<file path="src/rtl/stoch_pkg.sv">
// Shared definitions for the triple-stream stochastic bit generator.
// Holds the default width, feedback mask and per-stream seeds, the
// frame length helper and the FSM state encoding.
package stoch_pkg;

    localparam int         WIDTH_DEF = 8;
    localparam logic [7:0] TAPS_DEF  = 8'b1011_1000;
    localparam logic [7:0] SEED0_DEF = 8'h01;
    localparam logic [7:0] SEED1_DEF = 8'h5A;
    localparam logic [7:0] SEED2_DEF = 8'hC3;

    typedef enum logic {
        IDLE = 1'b0,
        RUN  = 1'b1
    } state_t;

    // One frame is a full period of a maximal-length LFSR of this width.
    function automatic int frame_len(input int width);
        return (32'sd1 <<< width) - 32'sd1;
    endfunction

endpackage

</file>
<file path="src/rtl/stoch_lfsr.sv">
// Fibonacci LFSR, shift-left with feedback into bit 0.
// Ports:
//   CLK  - rising-edge clock
//   INIT - synchronous active-high reset, loads SEED
//   EN   - advance one step this edge
//   Q    - current register contents
module stoch_lfsr
    import stoch_pkg::*;
#(
    parameter int               WIDTH = WIDTH_DEF,
    parameter logic [WIDTH-1:0] TAPS  = TAPS_DEF,
    parameter logic [WIDTH-1:0] SEED  = SEED0_DEF
) (
    input  logic             CLK,
    input  logic             INIT,
    input  logic             EN,
    output logic [WIDTH-1:0] Q
);

    logic [WIDTH-1:0] lfsr_r;
    logic             fb_s;

    // Feedback is the parity of the tapped bits.
    always_comb begin
        fb_s = ^(lfsr_r & TAPS);
    end

    // State register: reseeded only by INIT, otherwise held across frames.
    always_ff @(posedge CLK) begin
        if (INIT) begin
            lfsr_r <= SEED;
        end else if (EN) begin
            lfsr_r <= {lfsr_r[WIDTH-2:0], fb_s};
        end else begin
            lfsr_r <= lfsr_r;
        end
    end

    assign Q = lfsr_r;

endmodule

</file>
<file path="src/rtl/stoch_bitgen3.sv">
// Binary-to-stochastic encoder producing three independent bitstreams.
// Each LOAD starts a frame of exactly one LFSR period; stream i emits a 1
// whenever (lfsr_i - 1) < value, so each frame holds exactly VALUE ones.
// Ports:
//   CLK    - rising-edge clock
//   INIT   - synchronous active-high reset, highest priority
//   LOAD   - start-frame strobe, honoured only while idle
//   VALUE  - probability numerator, captured with LOAD
//   BitOUT - registered stochastic bits, one per stream
//   VALID  - BitOUT holds a frame bit this cycle
//   DONE   - one-cycle pulse alongside the last frame bit
//   BUSY   - FSM is in RUN; LOAD ignored
module stoch_bitgen3
    import stoch_pkg::*;
#(
    parameter int               WIDTH = WIDTH_DEF,
    parameter logic [WIDTH-1:0] TAPS  = TAPS_DEF,
    parameter logic [WIDTH-1:0] SEED0 = SEED0_DEF,
    parameter logic [WIDTH-1:0] SEED1 = SEED1_DEF,
    parameter logic [WIDTH-1:0] SEED2 = SEED2_DEF
) (
    input  logic             CLK,
    input  logic             INIT,
    input  logic             LOAD,
    input  logic [WIDTH-1:0] VALUE,
    output logic [2:0]       BitOUT,
    output logic             VALID,
    output logic             DONE,
    output logic             BUSY
);

    localparam logic [WIDTH-1:0] FRAME_LEN = WIDTH'(frame_len(WIDTH));
    localparam logic [WIDTH-1:0] LAST_CNT  = FRAME_LEN - WIDTH'(1);

    state_t           state_r;
    logic [WIDTH-1:0] cnt_r;
    logic [WIDTH-1:0] value_r;
    logic [2:0]       bit_r;
    logic             valid_r;
    logic             done_r;
    logic             busy_r;

    logic             emit_s;
    logic [WIDTH-1:0] val_sel_s;
    logic [WIDTH-1:0] lfsr0_s, lfsr1_s, lfsr2_s;
    logic [WIDTH-1:0] dec0_s, dec1_s, dec2_s;
    logic [2:0]       cmp_s;

    stoch_lfsr #(.WIDTH(WIDTH), .TAPS(TAPS), .SEED(SEED0)) u_lfsr0 (
        .CLK(CLK), .INIT(INIT), .EN(emit_s), .Q(lfsr0_s)
    );
    stoch_lfsr #(.WIDTH(WIDTH), .TAPS(TAPS), .SEED(SEED1)) u_lfsr1 (
        .CLK(CLK), .INIT(INIT), .EN(emit_s), .Q(lfsr1_s)
    );
    stoch_lfsr #(.WIDTH(WIDTH), .TAPS(TAPS), .SEED(SEED2)) u_lfsr2 (
        .CLK(CLK), .INIT(INIT), .EN(emit_s), .Q(lfsr2_s)
    );

    // Emit edges: the LOAD edge out of IDLE and every RUN edge.
    // INIT suppresses stepping anyway since the LFSRs reseed on it.
    always_comb begin
        emit_s = 1'b0;
        case (state_r)
            IDLE:    emit_s = LOAD;
            RUN:     emit_s = 1'b1;
            default: emit_s = 1'b0;
        endcase
    end

    // On the LOAD edge the new VALUE is compared directly, before value_r
    // has captured it, so the first bit needs no extra cycle.
    always_comb begin
        val_sel_s = value_r;
        if (state_r == IDLE) begin
            val_sel_s = VALUE;
        end else begin
            val_sel_s = value_r;
        end
    end

    // Per-stream comparators; lfsr-1 spans 0..FRAME_LEN-1 once per period.
    always_comb begin
        dec0_s   = lfsr0_s - WIDTH'(1);
        dec1_s   = lfsr1_s - WIDTH'(1);
        dec2_s   = lfsr2_s - WIDTH'(1);
        cmp_s[0] = (dec0_s < val_sel_s);
        cmp_s[1] = (dec1_s < val_sel_s);
        cmp_s[2] = (dec2_s < val_sel_s);
    end

    // Frame FSM, bit counter, value latch and all registered outputs.
    always_ff @(posedge CLK) begin
        if (INIT) begin
            state_r <= IDLE;
            cnt_r   <= '0;
            value_r <= '0;
            bit_r   <= 3'b000;
            valid_r <= 1'b0;
            done_r  <= 1'b0;
            busy_r  <= 1'b0;
        end else begin
            case (state_r)
                IDLE: begin
                    done_r <= 1'b0;
                    if (LOAD) begin
                        value_r <= VALUE;
                        bit_r   <= cmp_s;
                        valid_r <= 1'b1;
                        cnt_r   <= WIDTH'(1);
                        busy_r  <= 1'b1;
                        state_r <= RUN;
                    end else begin
                        bit_r   <= 3'b000;
                        valid_r <= 1'b0;
                        cnt_r   <= '0;
                        busy_r  <= 1'b0;
                    end
                end
                RUN: begin
                    bit_r   <= cmp_s;
                    valid_r <= 1'b1;
                    cnt_r   <= cnt_r + WIDTH'(1);
                    // Last bit goes out together with DONE in the first IDLE cycle.
                    if (cnt_r == LAST_CNT) begin
                        state_r <= IDLE;
                        done_r  <= 1'b1;
                        busy_r  <= 1'b0;
                    end else begin
                        done_r  <= 1'b0;
                        busy_r  <= 1'b1;
                    end
                end
                default: begin
                    state_r <= IDLE;
                    cnt_r   <= '0;
                    bit_r   <= 3'b000;
                    valid_r <= 1'b0;
                    done_r  <= 1'b0;
                    busy_r  <= 1'b0;
                end
            endcase
        end
    end

    assign BitOUT = bit_r;
    assign VALID  = valid_r;
    assign DONE   = done_r;
    assign BUSY   = busy_r;

endmodule
</file>
<file path="config.mk">
export PLATFORM = sky130hd
export DESIGN_NAME = stoch_bitgen3
export DESIGN_NICKNAME = d
export VERILOG_FILES = /design/src/rtl/stoch_pkg.sv /design/src/rtl/stoch_lfsr.sv /design/src/rtl/stoch_bitgen3.sv
export SDC_FILE = /design/constraint.sdc
export NUM_CORES = 1
export LEC_CHECK = 0
export BUFFER_PORTS_ARGS = -buffer_cell sky130_fd_sc_hd__buf_2
export CORE_ASPECT_RATIO = 1.5
export CORE_MARGIN = 3
export CORE_UTILIZATION = 58
export DETAILED_ROUTE_END_ITERATION = 10
export GPL_TIMING_DRIVEN = 0
export PLACE_DENSITY = 0.82
export SLEW_MARGIN = 20
export SYNTH_ARGS = -nofsm -noshare
export SYNTH_HDL_FRONTEND = slang
export SYNTH_SLANG_ARGS = --single-unit
</file>
<file path="constraint.sdc">
create_clock -name CLK -period 5.25 [get_ports CLK]
set_input_delay 0 -clock CLK [delete_from_list [all_inputs] [get_ports CLK]]
set_output_delay 0 -clock CLK [all_outputs]
set_load 0.05 [all_outputs]
</file>
# After elaboration in Yosys (flattened, before gate mapping)
# Index checks and enable logic that the tools add are counted.
# W data, S select, Z words.
[totals]
wordCells = 34
regBits = 46
output_inout_bits = 6
[op_classes]
reduce_logical = 4
mux = 12
n_lt_le_gt_ge = 3
n_eq_ne = 1
n_addsub = 4
n_bitwise = 1
[op_table]
columns = ["operator", "n"]
rows = [
  ["$lt A8 B8 Y1", 3],
  ["$reduce_xor A8 Y1", 3],
  ["$sub A8 B1 Y8 const B", 3],
  ["$pmux W8 S2", 1],
  ["$add A8 B1 Y8 const B", 1],
  ["$eq A8 B8 Y1 const B", 1],
  ["$mux W8", 1],
  ["$pmux W1 S2", 4],
  ["$pmux W3 S2", 1],
  ["$mux W1", 4],
  ["$mux W3", 1],
  ["$reduce_and A2 Y1", 1],
  ["$not A1 Y1", 1],
]

# Logic depth before layout (Yosys ltp)
[logic_depth]
ltp_word = 4
mapped_depth = 9

# Cells and area by module
# A second synthesis with hierarchy kept.
[unflattened]
hier_cells = 292
hier_area_um2 = 2606.2
[by_module_without_submodules]
columns = ["mod", "n_inst", "cells_per_inst", "seq_area_each_um2", "area_each_um2"]
rows = [
  ["stoch_bitgen3", 1, 204, 440.4, 1682.9],
  ["stoch_lfsr at u_lfsr1", 1, 29, 160.2, 314.1],
  ["stoch_lfsr at u_lfsr0", 1, 30, 160.2, 306.5],
  ["stoch_lfsr at u_lfsr2", 1, 29, 160.2, 302.8],
]

# Least setup slack after synthesis
# Ideal clock, no wire load.
[synth_timing]
path_type = "reg-to-reg"
start = "register BUSY (netlist name)"
end = "register bit_r[0], in the netlist BitOUT[0]"
setup_slack_ns = 2.994
setup_time_ns = 0.074
stages_incl_launch_ff = 8
synth_period_minus_slack_ns = 2.256
t_arrival_ns = 2.181
cell_sequence = "dfxtp_1 -> buf_6 -> mux2i_1 -> ha_1 -> a21o_1 -> a2111oi_0 -> nand2_1 -> a31oi_1"
[synth_rtl]
columns = ["item", "line", "rtl"]
rows = [
  ["end signal, assigned", "stoch_bitgen3.sv:107", "bit_r <= cmp_s;"],
  ["end signal, assigned", "stoch_bitgen3.sv:120", "bit_r <= cmp_s;"],
  ["end, declared", "stoch_bitgen3.sv:38", "logic [2:0] bit_r;"],
]

==> impl_metrics.csv <==
group,metric,value,unit
sta,final.hold.worst_slack,0.194,ns
global_routing,busiest_layer,"met2",
yosys,synth.most_common_cell,"nand2_1",
place,dpl_cell_area,2690,sq um
floorplan,die_y,87.3,microns
yosys,main_combinational_cell_family_by_area_after_synthesis,"simple AND/OR/NAND/NOR gates",
sta,final_critical_path_setup_slack,2.96,ns
finish,area_delta_synth_final,12.6,%
yosys,synth-edff-count,0,
flow_run,max-cap-violations,0,
setup_path,critPathKind,"register to register",
yosys,yosys.area.top_type,"dfxtp_1",
yosys,synthDistinctLibCells,31,
power_and_ir_drop,power-per-cell-area,288,nW/um^2
clocking,root_buffer,"clkbuf_8",
yosys,synth.yosys.warnings,0,
yosys,synth_compound_gate_area_share,11.5,%
clocking,path_clk_slew,0.08,ns
sta,finalHoldViolations,0,
global_routing,antenna_found_initial,0,
clocking,deepest_level_of_the_cts_h_tree,2,
finish,layout.nets,368,
global_routing,use_met3,4.60,%
yosys,synth-main-ff-cell,"dfxtp_1",
drt,detail_route.first_pass.iterations,4,
global_routing,number_of_global_route_vias_before_repair,2080,
setup_path,crit_path_slowest_cell,"dfxtp_1",
place,dp_cells,358,
global_routing,pin_count_of_the_biggest_net_entering_global_routing,14,
yosys,synthArstFlopShare,0,%
drt,drt-wirelength-per-cell,13.6,microns
place,detailedPlace.worstSlack,2.90,ns
finish,fillers,315,
global_routing,global_route.usage.met2,38.8,%
drt,wirelength,5.10,mm
setup_path,critical-path-max-stage-delay,0.44,ns
clocking,cts_hold_buffers,8,
floorplan,row_count,28,
place,dpl.hpwl,3.98,mm
floorplan,design.portCount,17,
drt,drt_drc_violations_left,0,
sta,timing.final.setup_violations,0,
yosys,synthesized_area_fraction_occupied_by_and_or_nand_nor_cells,18.0,%
clocking,cts_max_path_buffers,2,
setup_path,critical_path.startpoint_type,"register",
yosys,fraction_of_the_yosys_area_taken_by_sequential_cells,36.0,%
drt,route.antenna.remaining_nets,0,
floorplan,floorplan.initialDensity,62.3,%
setup_path,worst_setup_path_end_kind,"register",
power_and_ir_drop,ir_drop,213,uV
finish,diodes,0,
power_and_ir_drop,p_leak,1.30,nW
drt,vias_per_cell,5.57,
yosys,netlist_top_cells_area,"dfxtp_1 (36%), ha_1 (14%), nand2_1 (7.2%), mux2i_1 (6.3%), xnor2_1 (4.8%)",
setup_path,path_max_fanout,10,
global_routing,grt_first_pass_wirelength,8.87,mm
clocking,tritoncts,"built",
power_and_ir_drop,fin_total_pwr,0.829,mW
setup_path,crit_required,5.47,ns
floorplan,core_area,4100,sq um
global_routing,grt.met1_usage,24.3,%
yosys,synth_fp_nets,338,
sta,period_share,43.7,%
drt,first_iter_violations,127,
clocking,cts.repair.resized,0,
finish,layout.core_utilization,70.2,%
sta,max_slew.worst_pin.slew,0.523,ns
clocking,cts-buffers-inserted,5,
yosys,yosysTopAreaCellShare,36.0,%
sta,final_max_slew_viol_count,0,
yosys,syn-instance-count,298,
setup_path,reg_to_reg_slack_setup,2.96,ns
finish,finish.instance_area,2880,sq um
place,count_of_input_and_output_buffers,15,
yosys,fraction_of_synthesized_area_in_multiplexers,6.27,%
outcome,run_status,"finished, final reports clean",
clocking,cts_sinks,46,
yosys,synthAdderAreaFrac,14.2,%
worst_hold_path,hp-class,"input port to register",
setup_path,critical_path.cell_chain,"buf_6 -> mux2i_1 -> ha_1 -> a21o_1 -> a2111oi_0 -> nand2_1 -> a31oi_1",
drt,routed-via-count,2085,
finish,post_route_cells_drive_above_1_share,8.81,%
clocking,post_cts_buffers,0,
sta,max_slew_margin,64.2,%
sta,unrepaired_setup_endpoints_after_global_routing,"false",
sta,timing.clock.skew,0.00565,ns
yosys,synth-xor-area-share,9.26,%
yosys,synth_common_cells,"nand2_1 (49), dfxtp_1 (46), nor2_1 (30), ha_1 (29), a21oi_1 (23)",
finish,layout.cells.non_filler,374,
yosys,syn_avg_cell_area,8.57,sq um
place,gp_congestion,0.821,
floorplan,die-area,5250,sq um
global_routing,grt-ovfl-total,0,
sta,setup_total_negative_slack,0,ns
setup_path,cp.arrival,2.51,ns
yosys,syn-cell-area,2550,sq um
yosys,postSynthRegisterBits,46,
clocking,clk_latency,0.30,ns
sta,maxClockFrequency,0.436,GHz
global_routing,groute.usage.overall,22.4,%
sta,min_period,2.29,ns
floorplan,chip_width,60.2,microns
## final timing paths
| kind | start | endpoint | cells after the start |
|---|---|---|---|
| setup / recovery | BUSY$_SDFF_PP0_ | BitOUT[0]$_SDFF_PP0_ | 7 |
| hold / removal | LOAD | u_lfsr2.Q[0]$_SDFFE_PP1P_ | 4 |
| setup reg to reg | BUSY$_SDFF_PP0_ | BitOUT[0]$_SDFF_PP0_ | 7 |
| hold reg to reg | u_lfsr1.Q[0]$_SDFFE_PP0P_ | u_lfsr1.Q[0]$_SDFFE_PP0P_ | 2 |
## per-layer routing
layer	wire length, microns	share of wire, %
met1	2160	42
met2	2610	51
met3	138	2.7
met5	0	0
met4	203	4.0
## where the power goes
part           internal, mW  switching, mW
Combinational        0.0814          0.109
Clock                 0.133          0.114
Sequential            0.371         0.0202
## kinds of logic after synthesis
family	Yosys count
adders and majority gates	29
buffers and inverters	29
and+or+nand+nor	105
AOI/OAI and AO/OA	46
DFF	46
xor gates and xnor gates	27
muxes	16
## state kept, by name, summed over array words and instances (netlist names)
register,cells
VALID,1
u_lfsr0.Q,8
DONE,1
u_lfsr1.Q,8
value_r,8
BitOUT,3
BUSY,1
cnt_r,8
u_lfsr2.Q,8
## placed cells by master (no fill, tap or decap)
| cell type | n |
|---|---|
| a2111oi_0 | 1 |
| a211o_1 | 6 |
| a211oi_1 | 3 |
| a21o_1 | 1 |
| a21oi_1 | 23 |
| a31oi_1 | 1 |
| and3_1 | 2 |
| and4_1 | 3 |
| buf_2 | 19 |
| buf_6 | 1 |
| clkbuf_1 | 7 |
| clkbuf_8 | 8 |
| dfxtp_1 | 46 |
| dlygate4sd3_1 | 8 |
| ha_1 | 29 |
| inv_1 | 17 |
| mux2i_1 | 16 |
| nand2_1 | 49 |
| nand3_1 | 9 |
| nand3b_1 | 3 |
| nand4_1 | 2 |
| nor2_1 | 30 |
| nor2b_1 | 1 |
| nor4_1 | 4 |
| o211ai_1 | 4 |
| o21a_1 | 2 |
| o21ai_0 | 1 |
| o21bai_1 | 1 |
| o31ai_1 | 3 |
| or2_2 | 1 |
| or2b_1 | 1 |
| xnor2_1 | 14 |
| xor2_1 | 13 |
## layout make-up
| type | instances | area (sq um) | share of cell area [%] |
|---|---|---|---|
| Sequential cell | 46 | 921 | 32.0 |
| Clock buffer | 8 | 110 | 3.83 |
| Multi-Input combinational cell | 223 | 1510 | 52.6 |
| Buffer | 12 | 57.6 | 2.00 |
| Tap cell | 45 | 56.3 | 1.96 |
| Timing Repair Buffer | 23 | 155 | 5.39 |
| Inverter | 17 | 63.8 | 2.22 |
## critical path: cells and delay by family, from the launching register on
kind	cells	cell delay (ns)
AO/OA/AOI/OAI	3	0.77
flip-flops	1	0.44
multiplexers	1	0.39
adder cells (fa/ha/maj)	1	0.31
buffers and inverters	1	0.20
AND/OR/NAND/NOR	1	0.09
(Power assumes the default switching activity.)
